## src/rtl/sweep_output_combiner_if.sv

```systemverilog
// Bundles the sweep combiner's data inputs, configuration and outputs.
// No latency of its own; it is a plain collection of wires.
// No backpressure: the combiner accepts a new sample on every clock.
interface sweep_output_combiner_if #(
  parameter int WIDTH     = 16,
  parameter int CNT_WIDTH = 16
);
  logic                 enable_in;
  logic [WIDTH-1:0]     sweep_in;
  logic [WIDTH-1:0]     servo_in;
  logic [WIDTH-1:0]     offset_in;
  logic [WIDTH-1:0]     min_lim_in;
  logic [WIDTH-1:0]     max_lim_in;
  logic                 slew_en_in;
  logic [WIDTH-1:0]     slew_step_in;
  logic [WIDTH-1:0]     signal_out;
  logic                 railed_out;
  logic                 turn_down_out;
  logic                 turn_up_out;
  logic [CNT_WIDTH-1:0] sweep_count_out;

  // Source side: drives samples and configuration, observes the DAC word and trigger outputs.
  modport master (
    output enable_in, sweep_in, servo_in, offset_in, min_lim_in, max_lim_in,
           slew_en_in, slew_step_in,
    input  signal_out, railed_out, turn_down_out, turn_up_out, sweep_count_out
  );

  // Combiner side.
  modport slave (
    input  enable_in, sweep_in, servo_in, offset_in, min_lim_in, max_lim_in,
           slew_en_in, slew_step_in,
    output signal_out, railed_out, turn_down_out, turn_up_out, sweep_count_out
  );
endinterface

```

## src/rtl/sweep_output_combiner.sv

```systemverilog
// Sums sweep + servo + offset, clamps to rails, slew-limits into the DAC word; flags sweep turnarounds.
// Latency: 3 cycles input -> signal_out/railed_out (slew off); turnaround pulses 1 cycle after the sample edge.
// No backpressure: a new sample is accepted every cycle and outputs are never stalled.
module sweep_output_combiner #(
  parameter int WIDTH     = 16,
  parameter int CNT_WIDTH = 16
) (
  input logic                   clk_in,
  input logic                   rst_n_in,
  sweep_output_combiner_if.slave bus
);

  // Sum width: three WIDTH-bit signed terms cannot overflow WIDTH+2 bits.
  localparam int SW = WIDTH + 2;
  // Difference width for the slew stage: two WIDTH-bit signed terms need WIDTH+1 bits.
  localparam int DW = WIDTH + 1;

  typedef enum logic [1:0] {
    DIR_IDLE = 2'd0,
    DIR_UP   = 2'd1,
    DIR_DOWN = 2'd2
  } dir_t;

  // Signed views of the input words.
  logic signed [WIDTH-1:0] sweep_s;
  logic signed [WIDTH-1:0] servo_s;
  logic signed [WIDTH-1:0] offset_s;
  logic signed [WIDTH-1:0] min_s;
  logic signed [WIDTH-1:0] max_s;

  assign sweep_s  = bus.sweep_in;
  assign servo_s  = bus.servo_in;
  assign offset_s = bus.offset_in;
  assign min_s    = bus.min_lim_in;
  assign max_s    = bus.max_lim_in;

  // ---------------------------------------------------------------------------
  // Stage 1: full-precision sum. Enable and rails travel with the sum so the
  // clamp in stage 2 always sees the settings that belonged to the same sample.
  // ---------------------------------------------------------------------------
  logic signed [SW-1:0]    sum_d;
  logic signed [SW-1:0]    sum_q;
  logic                    en_q;
  logic signed [WIDTH-1:0] min_q;
  logic signed [WIDTH-1:0] max_q;

  assign sum_d = $signed({{2{sweep_s[WIDTH-1]}},  sweep_s})
               + $signed({{2{servo_s[WIDTH-1]}},  servo_s})
               + $signed({{2{offset_s[WIDTH-1]}}, offset_s});

  // Register the sum together with its enable and rail settings.
  always_ff @(posedge clk_in or negedge rst_n_in) begin
    if (!rst_n_in) begin
      sum_q <= '0;
      en_q  <= 1'b0;
      min_q <= '0;
      max_q <= '0;
    end else begin
      sum_q <= sum_d;
      en_q  <= bus.enable_in;
      min_q <= min_s;
      max_q <= max_s;
    end
  end

  // ---------------------------------------------------------------------------
  // Stage 2: clamp to the rails. An inverted rail pair pins the target to the
  // lower rail and reports railed. When disabled the target is a hard 0 that
  // is not subjected to the rails.
  // ---------------------------------------------------------------------------
  logic signed [SW-1:0] min_x;
  logic signed [SW-1:0] max_x;
  logic [WIDTH-1:0]     target_d;
  logic                 railed_d;
  logic [WIDTH-1:0]     target_q;
  logic                 railed_q;

  assign min_x = $signed({{2{min_q[WIDTH-1]}}, min_q});
  assign max_x = $signed({{2{max_q[WIDTH-1]}}, max_q});

  // Select the clamped target and whether a rail was hit.
  always_comb begin
    target_d = '0;
    railed_d = 1'b0;
    if (en_q) begin
      if (min_q > max_q) begin
        target_d = min_q;
        railed_d = 1'b1;
      end else if (sum_q > max_x) begin
        target_d = max_q;
        railed_d = 1'b1;
      end else if (sum_q < min_x) begin
        target_d = min_q;
        railed_d = 1'b1;
      end else begin
        target_d = sum_q[WIDTH-1:0];
      end
    end
  end

  // Register the clamped target.
  always_ff @(posedge clk_in or negedge rst_n_in) begin
    if (!rst_n_in) begin
      target_q <= '0;
      railed_q <= 1'b0;
    end else begin
      target_q <= target_d;
      railed_q <= railed_d;
    end
  end

  // ---------------------------------------------------------------------------
  // Stage 3: slew limiter. When the remaining distance exceeds the step we move
  // by exactly one step (the result then lies strictly between the current
  // output and the target, so plain WIDTH-bit arithmetic cannot wrap);
  // otherwise we land on the target, which rules out overshoot.
  // ---------------------------------------------------------------------------
  logic [WIDTH-1:0]     sig_d;
  logic [WIDTH-1:0]     sig_q;
  logic                 railed_out_q;
  logic signed [DW-1:0] diff;
  logic [DW-1:0]        mag;
  logic [DW-1:0]        step_x;

  assign diff   = $signed({target_q[WIDTH-1], target_q}) - $signed({sig_q[WIDTH-1], sig_q});
  assign mag    = diff[DW-1] ? DW'(-diff) : DW'(diff);
  assign step_x = {1'b0, bus.slew_step_in};

  // Next DAC word: direct target, or one bounded step toward it.
  always_comb begin
    sig_d = target_q;
    if (bus.slew_en_in && (mag > step_x)) begin
      if (diff[DW-1]) begin
        sig_d = sig_q - bus.slew_step_in;
      end else begin
        sig_d = sig_q + bus.slew_step_in;
      end
    end
  end

  // Register the DAC word; railed is delayed one more stage to stay aligned with it.
  always_ff @(posedge clk_in or negedge rst_n_in) begin
    if (!rst_n_in) begin
      sig_q        <= '0;
      railed_out_q <= 1'b0;
    end else begin
      sig_q        <= sig_d;
      railed_out_q <= railed_q;
    end
  end

  // ---------------------------------------------------------------------------
  // Turnaround detector: compares each sweep sample with the previous one.
  // Equal samples keep the current direction since the sweep may dwell.
  // ---------------------------------------------------------------------------
  dir_t                    dir_q;
  dir_t                    dir_d;
  logic signed [WIDTH-1:0] prev_q;
  logic                    down_d;
  logic                    up_d;
  logic                    down_q;
  logic                    up_q;
  logic [CNT_WIDTH-1:0]    cnt_d;
  logic [CNT_WIDTH-1:0]    cnt_q;

  // Direction state, previous sample, registered pulses and cycle count.
  always_ff @(posedge clk_in or negedge rst_n_in) begin
    if (!rst_n_in) begin
      dir_q  <= DIR_IDLE;
      prev_q <= '0;
      down_q <= 1'b0;
      up_q   <= 1'b0;
      cnt_q  <= '0;
    end else begin
      dir_q  <= dir_d;
      prev_q <= sweep_s;
      down_q <= down_d;
      up_q   <= up_d;
      cnt_q  <= cnt_d;
    end
  end

  // Next direction, turnaround pulses and count update; disable parks everything.
  always_comb begin
    dir_d  = dir_q;
    down_d = 1'b0;
    up_d   = 1'b0;
    cnt_d  = cnt_q;
    if (!bus.enable_in) begin
      dir_d = DIR_IDLE;
      cnt_d = '0;
    end else if (sweep_s > prev_q) begin
      dir_d = DIR_UP;
      if (dir_q == DIR_DOWN) begin
        up_d  = 1'b1;
        cnt_d = cnt_q + CNT_WIDTH'(1);
      end
    end else if (sweep_s < prev_q) begin
      dir_d = DIR_DOWN;
      if (dir_q == DIR_UP) begin
        down_d = 1'b1;
      end
    end
  end

  assign bus.signal_out      = sig_q;
  assign bus.railed_out      = railed_out_q;
  assign bus.turn_down_out   = down_q;
  assign bus.turn_up_out     = up_q;
  assign bus.sweep_count_out = cnt_q;

endmodule
```

## src/flat_wrapper.sv

```systemverilog
// flat-port wrapper written by rule: the top's interface ports become plain ports
module sweep_output_combiner_flat 
#(
  parameter int WIDTH     = 16,
  parameter int CNT_WIDTH = 16
)
  (clk_in, rst_n_in, bus_enable_in, bus_sweep_in, bus_servo_in, bus_offset_in, bus_min_lim_in, bus_max_lim_in, bus_slew_en_in, bus_slew_step_in, bus_signal_out, bus_railed_out, bus_turn_down_out, bus_turn_up_out, bus_sweep_count_out);
  sweep_output_combiner_if #(.WIDTH(WIDTH), .CNT_WIDTH(CNT_WIDTH)) bus_i ();
  input logic clk_in;
  input logic rst_n_in;
  input wire logic [$bits(bus_i.enable_in)-1:0] bus_enable_in;
  input wire logic [$bits(bus_i.sweep_in)-1:0] bus_sweep_in;
  input wire logic [$bits(bus_i.servo_in)-1:0] bus_servo_in;
  input wire logic [$bits(bus_i.offset_in)-1:0] bus_offset_in;
  input wire logic [$bits(bus_i.min_lim_in)-1:0] bus_min_lim_in;
  input wire logic [$bits(bus_i.max_lim_in)-1:0] bus_max_lim_in;
  input wire logic [$bits(bus_i.slew_en_in)-1:0] bus_slew_en_in;
  input wire logic [$bits(bus_i.slew_step_in)-1:0] bus_slew_step_in;
  output wire logic [$bits(bus_i.signal_out)-1:0] bus_signal_out;
  output wire logic [$bits(bus_i.railed_out)-1:0] bus_railed_out;
  output wire logic [$bits(bus_i.turn_down_out)-1:0] bus_turn_down_out;
  output wire logic [$bits(bus_i.turn_up_out)-1:0] bus_turn_up_out;
  output wire logic [$bits(bus_i.sweep_count_out)-1:0] bus_sweep_count_out;
  assign bus_i.enable_in = bus_enable_in;
  assign bus_i.sweep_in = bus_sweep_in;
  assign bus_i.servo_in = bus_servo_in;
  assign bus_i.offset_in = bus_offset_in;
  assign bus_i.min_lim_in = bus_min_lim_in;
  assign bus_i.max_lim_in = bus_max_lim_in;
  assign bus_i.slew_en_in = bus_slew_en_in;
  assign bus_i.slew_step_in = bus_slew_step_in;
  assign bus_signal_out = bus_i.signal_out;
  assign bus_railed_out = bus_i.railed_out;
  assign bus_turn_down_out = bus_i.turn_down_out;
  assign bus_turn_up_out = bus_i.turn_up_out;
  assign bus_sweep_count_out = bus_i.sweep_count_out;
  sweep_output_combiner #(.WIDTH(WIDTH), .CNT_WIDTH(CNT_WIDTH)) u_core (.clk_in(clk_in), .rst_n_in(rst_n_in), .bus(bus_i));
endmodule
```

## config.mk

```make
export PLATFORM = sky130hd
export DESIGN_NAME = sweep_output_combiner_flat
export DESIGN_NICKNAME = d
export VERILOG_FILES = /design/src/rtl/sweep_output_combiner_if.sv /design/src/rtl/sweep_output_combiner.sv /design/src/flat_wrapper.sv
export SDC_FILE = /design/constraint.sdc
export NUM_CORES = 1
export LEC_CHECK = 0
export ABC_AREA = 1
export CORE_MARGIN = 1
export CORE_UTILIZATION = 57
export DETAILED_ROUTE_END_ITERATION = 10
export PLACE_DENSITY = 0.82
export REMOVE_ABC_BUFFERS = 1
export SLEW_MARGIN = 30
export SYNTH_ARGS = -nofsm -noshare
export SYNTH_HDL_FRONTEND = slang
export SYNTH_SLANG_ARGS = --single-unit
```

## constraint.sdc

```tcl
create_clock -name clk_in -period 5.21 [get_ports clk_in]
set_clock_uncertainty 0.15 [all_clocks]
set_input_delay 0.521 -clock clk_in [delete_from_list [all_inputs] [get_ports clk_in]]
set_output_delay 0.521 -clock clk_in [all_outputs]
set_load 0.005 [all_outputs]
```

==> results of run 1 <==
worst paths after layout:
check | cells after the start | from | end | slack (ps)
worst min-delay path | 1 | rst_n_in | u_core.bus.sweep_count_out[12] | 0.3
worst max-delay path | 29 | u_core.bus.signal_out[5] | u_core.bus.signal_out[8] | 590
max in group asynchronous | 2 | rst_n_in | u_core.max_q[5] | 3630
worst min register to register | 0 | u_core.railed_q | u_core.bus.railed_out | 200
worst max register to register | 29 | u_core.bus.signal_out[5] | u_core.bus.signal_out[8] | 590
min in group clk_in | 0 | u_core.railed_q | u_core.bus.railed_out | 200
report_power, final:
part / internal [mW] / total (mW) / switching (mW) / leakage [nW]
registers: 1.13 / 1.29 / 0.161 / 1.49
logic: 1.88 / 5.05 / 3.17 / 4.85
clock network: 0.857 / 1.29 / 0.429 / 0.316
total: 3.87 / 7.63 / 3.76 / 6.66
sequential cells by signal (all words and copies together), names as in the netlist:
register,cells
u_core.railed_q,1
u_core.target_q,16
u_core.sum_q,18
u_core.max_q,16
u_core.bus.signal_out,16
u_core.min_q,16
u_core.bus.turn_up_out,1
u_core.bus.sweep_count_out,16
u_core.en_q,1
u_core.prev_q,16
u_core.bus.turn_down_out,1
u_core.dir_q,2
u_core.bus.railed_out,1
per-layer routing:
| layer | wire length [microns] | part of all wire (%) |
|---|---|---|
| met5 | 0 | 0 |
| met2 | 12800 | 51 |
| met1 | 10300 | 41 |
| met4 | 675 | 2.7 |
| met3 | 1320 | 5.2 |
layout make-up:
| cell class | count | area (sq um) | share of cell area, % |
|---|---|---|---|
| clock inverters | 13 | 200 | 1.63 |
| clock buffers | 19 | 443 | 3.60 |
| well taps | 225 | 282 | 2.29 |
| repair buffers | 139 | 1380 | 11.2 |
| multi-input cells | 967 | 6130 | 49.8 |
| inverters | 228 | 856 | 6.95 |
| flip-flops and latches | 121 | 3030 | 24.6 |
metrics by stage:
step	setup WS [ps]	instance area, sq um	hold slack [ps]	instances	util [%]
after floorplan	1170	10000	75.4	1316	-
after global placement	641	11700	184	1680	67.5
after detailed placement	382	11700	187	1680	67.5
after CTS	356	12300	27.7	1712	71.2
after global routing	37.6	12300	51.7	1712	71.2
final	594	12300	0.252	1712	71.2
cell usage in the layout (no fill, tap or decap), types with 3 or more instances in the layout:
master           netlist  final
nor4_1                 6      6
inv_1                225    225
nand3b_1              10     10
a21o_1                 9      9
clkdlybuf4s50_1        0    133
a31oi_1                9      9
xnor2_1               13     13
nor2_1                79     79
nand4_1               39     39
nand2_2                9     10
dfrtp_1              121    121
bufinv_16              0      5
a21oi_2                3      3
a21oi_1               73     73
nand2_1              308    307
clkbuf_16              0     17
nor3_1                16     16
buf_4                  2      6
clkinv_2               0      5
xor2_1                56     56
ha_1                 133    133
o21a_1                 3      3
o21ai_0               42     42
fa_1                  19     19
nand3_1              118    118
logic make-up after synthesis:
| logic type | synth area share (%) |
|---|---|
| buffers and inverters | 9.52 |
| AO/OA/AOI/OAI | 8.49 |
| adder cells (fa/ha/maj) | 20.2 |
| AND/OR/NAND/NOR | 25.7 |
| XOR/XNOR | 6.13 |
| flip-flops | 29.9 |
timing repair:
action                     CTS  global route
gates resized for setup      0             1
hold buffers                 0             0
setup endpoints to repair    0            16
buffers inserted             0             0
worst max-delay path: cells and delay by family (launching register included):
kind,cells,cell delay (ps)
AO/OA/AOI/OAI,2,450
XOR/XNOR,1,160
adder cells (fa/ha/maj),2,650
buffers and inverters,3,460
flip-flops,1,360
AND/OR/NAND/NOR,21,2250
==> key figures, run 1 <==
Floorplanning
  – Die area: 0.0183 sq mm
  – Die X: 135 microns
  – # IOs: 135
  – Die Y: 135 microns
  – Num rows: 48
  – Initial Util: 58.5%
  – Core area: 0.0173 sq mm

STA
  – Min Tclk post-route: 4620 ps
  – Worst Max-Slew Pin Slew: 883 ps
  – Slew headroom: 41.0%
  – Fmax: 217 MHz
  – RSZ-0062 raised after global routing: false
  – Final setup violating endpoints: 0
  – Tcrit/Tclk final: 88.6%
  – Slew Viols, Final: 0
  – Setup tns final: 0 ps
  – Fin. Hold Viols: 0

Flow run
  – Max Cap Violations: 0

Clock network
  – Skew-Pair Late Insertion Delay: 420 ps
  – Clock transition at path regs: 60 ps
  – CTS tree: yes
  – H-tree levels: 4
  – Root Buffer: clkbuf_16
  – Clk sinks: 121
  – Total CTS buffers: 17
  – CTS Buffer Depth: 2

Worst setup path
  – Kind of critical path: reg2reg
  – CP Data Required Time: 5360 ps
  – CP max stage delay: 370 ps
  – Worst path most repeated cell: nand2_1
  – Crit Path Max Fanout: 18
  – Worst path slowest cell: ha_1
  – CP arrival: 4760 ps
  – Worst setup EP type: register
  – Worst setup SP type: register

Routing
  – 1st-pass router iterations: 11
  – Vias/cell: 5.48
  – Drt wl/cell: 14.7 microns
  – Routed WL: 25200 microns
  – Antenna viol nets, final: 0
  – DRC viols: 1
  – Vias: 9386
  – Detailed Route Iter0 Violations: 599

Synthesis
  – Post-synth EDFFs: 0
  – Fraction of registers with async set/reset: 100%
  – Yosys top cell area share: 29.9%
  – Top FF cell, synth: dfrtp_1
  – Area leader, netlist: dfrtp_1
  – Top cells by count, synth: nand2_1, inv_1, ha_1, dfrtp_1, nand3_1
  – Largest cells by area after synthesis: dfrtp_1, ha_1, nand2_1
  – Most frequent cell after synthesis: nand2_1
  – Sequential element share of the synthesized area: 29.9%
  – Syn Area/Cell: 7.57 sq um
  – Synthesized area: 0.0101 sq mm
  – Ys Warns: 0
  – Gate Count Post-Synth: 1338
  – Yosys reg bits: 121
  – Unique masters post-synth: 42

Final layout
  – Area growth syn-to-layout: 21.7%
  – Layout fillers: 1381
  – Fin nets: 1726
  – Layout cell share with drive strength beyond 1: 4.10%
  – Antenna Cells: 0

Run status
  – Failing checks: design-rule violations
  – Status: finished with violations

GRT
  – M2 GR Usage: 52.6%
  – Grt peak-use layer: met2
  – GRT Overall Usage: 28.7%
  – Met1 Use GR: 32.9%
  – First-pass GRT wire length: 41600 microns
  – Pin count of the biggest net entering global routing: 68
  – Grt total ovfl: 0
  – Number of global-route vias before repair: 9296
  – Initial antenna violation count: 0
  – Global Route met3 Usage: 5.13%

Power
  – Final Power: 7.63 mW
  – VDD IR max: 0.000669 V
  – Power Density: 619 mW/mm^2
  – Lkg Pwr: 6.66 nW

Worst hold path
  – Tightest Hold Check Type: in2async

Placed design
  – RePlAce Congestion: 0.987
  – Hpwl dp: 19400 microns
  – Port Buffers: 134
Note: power is estimated with default switching activity, not from simulation.
==> inputs of run 2 (changes only) <==
CTS_CLUSTER_SIZE = 12   (was default)
==> results of run 2 <==
No change in the layout: final DEF, timing and power equal those of run 1.
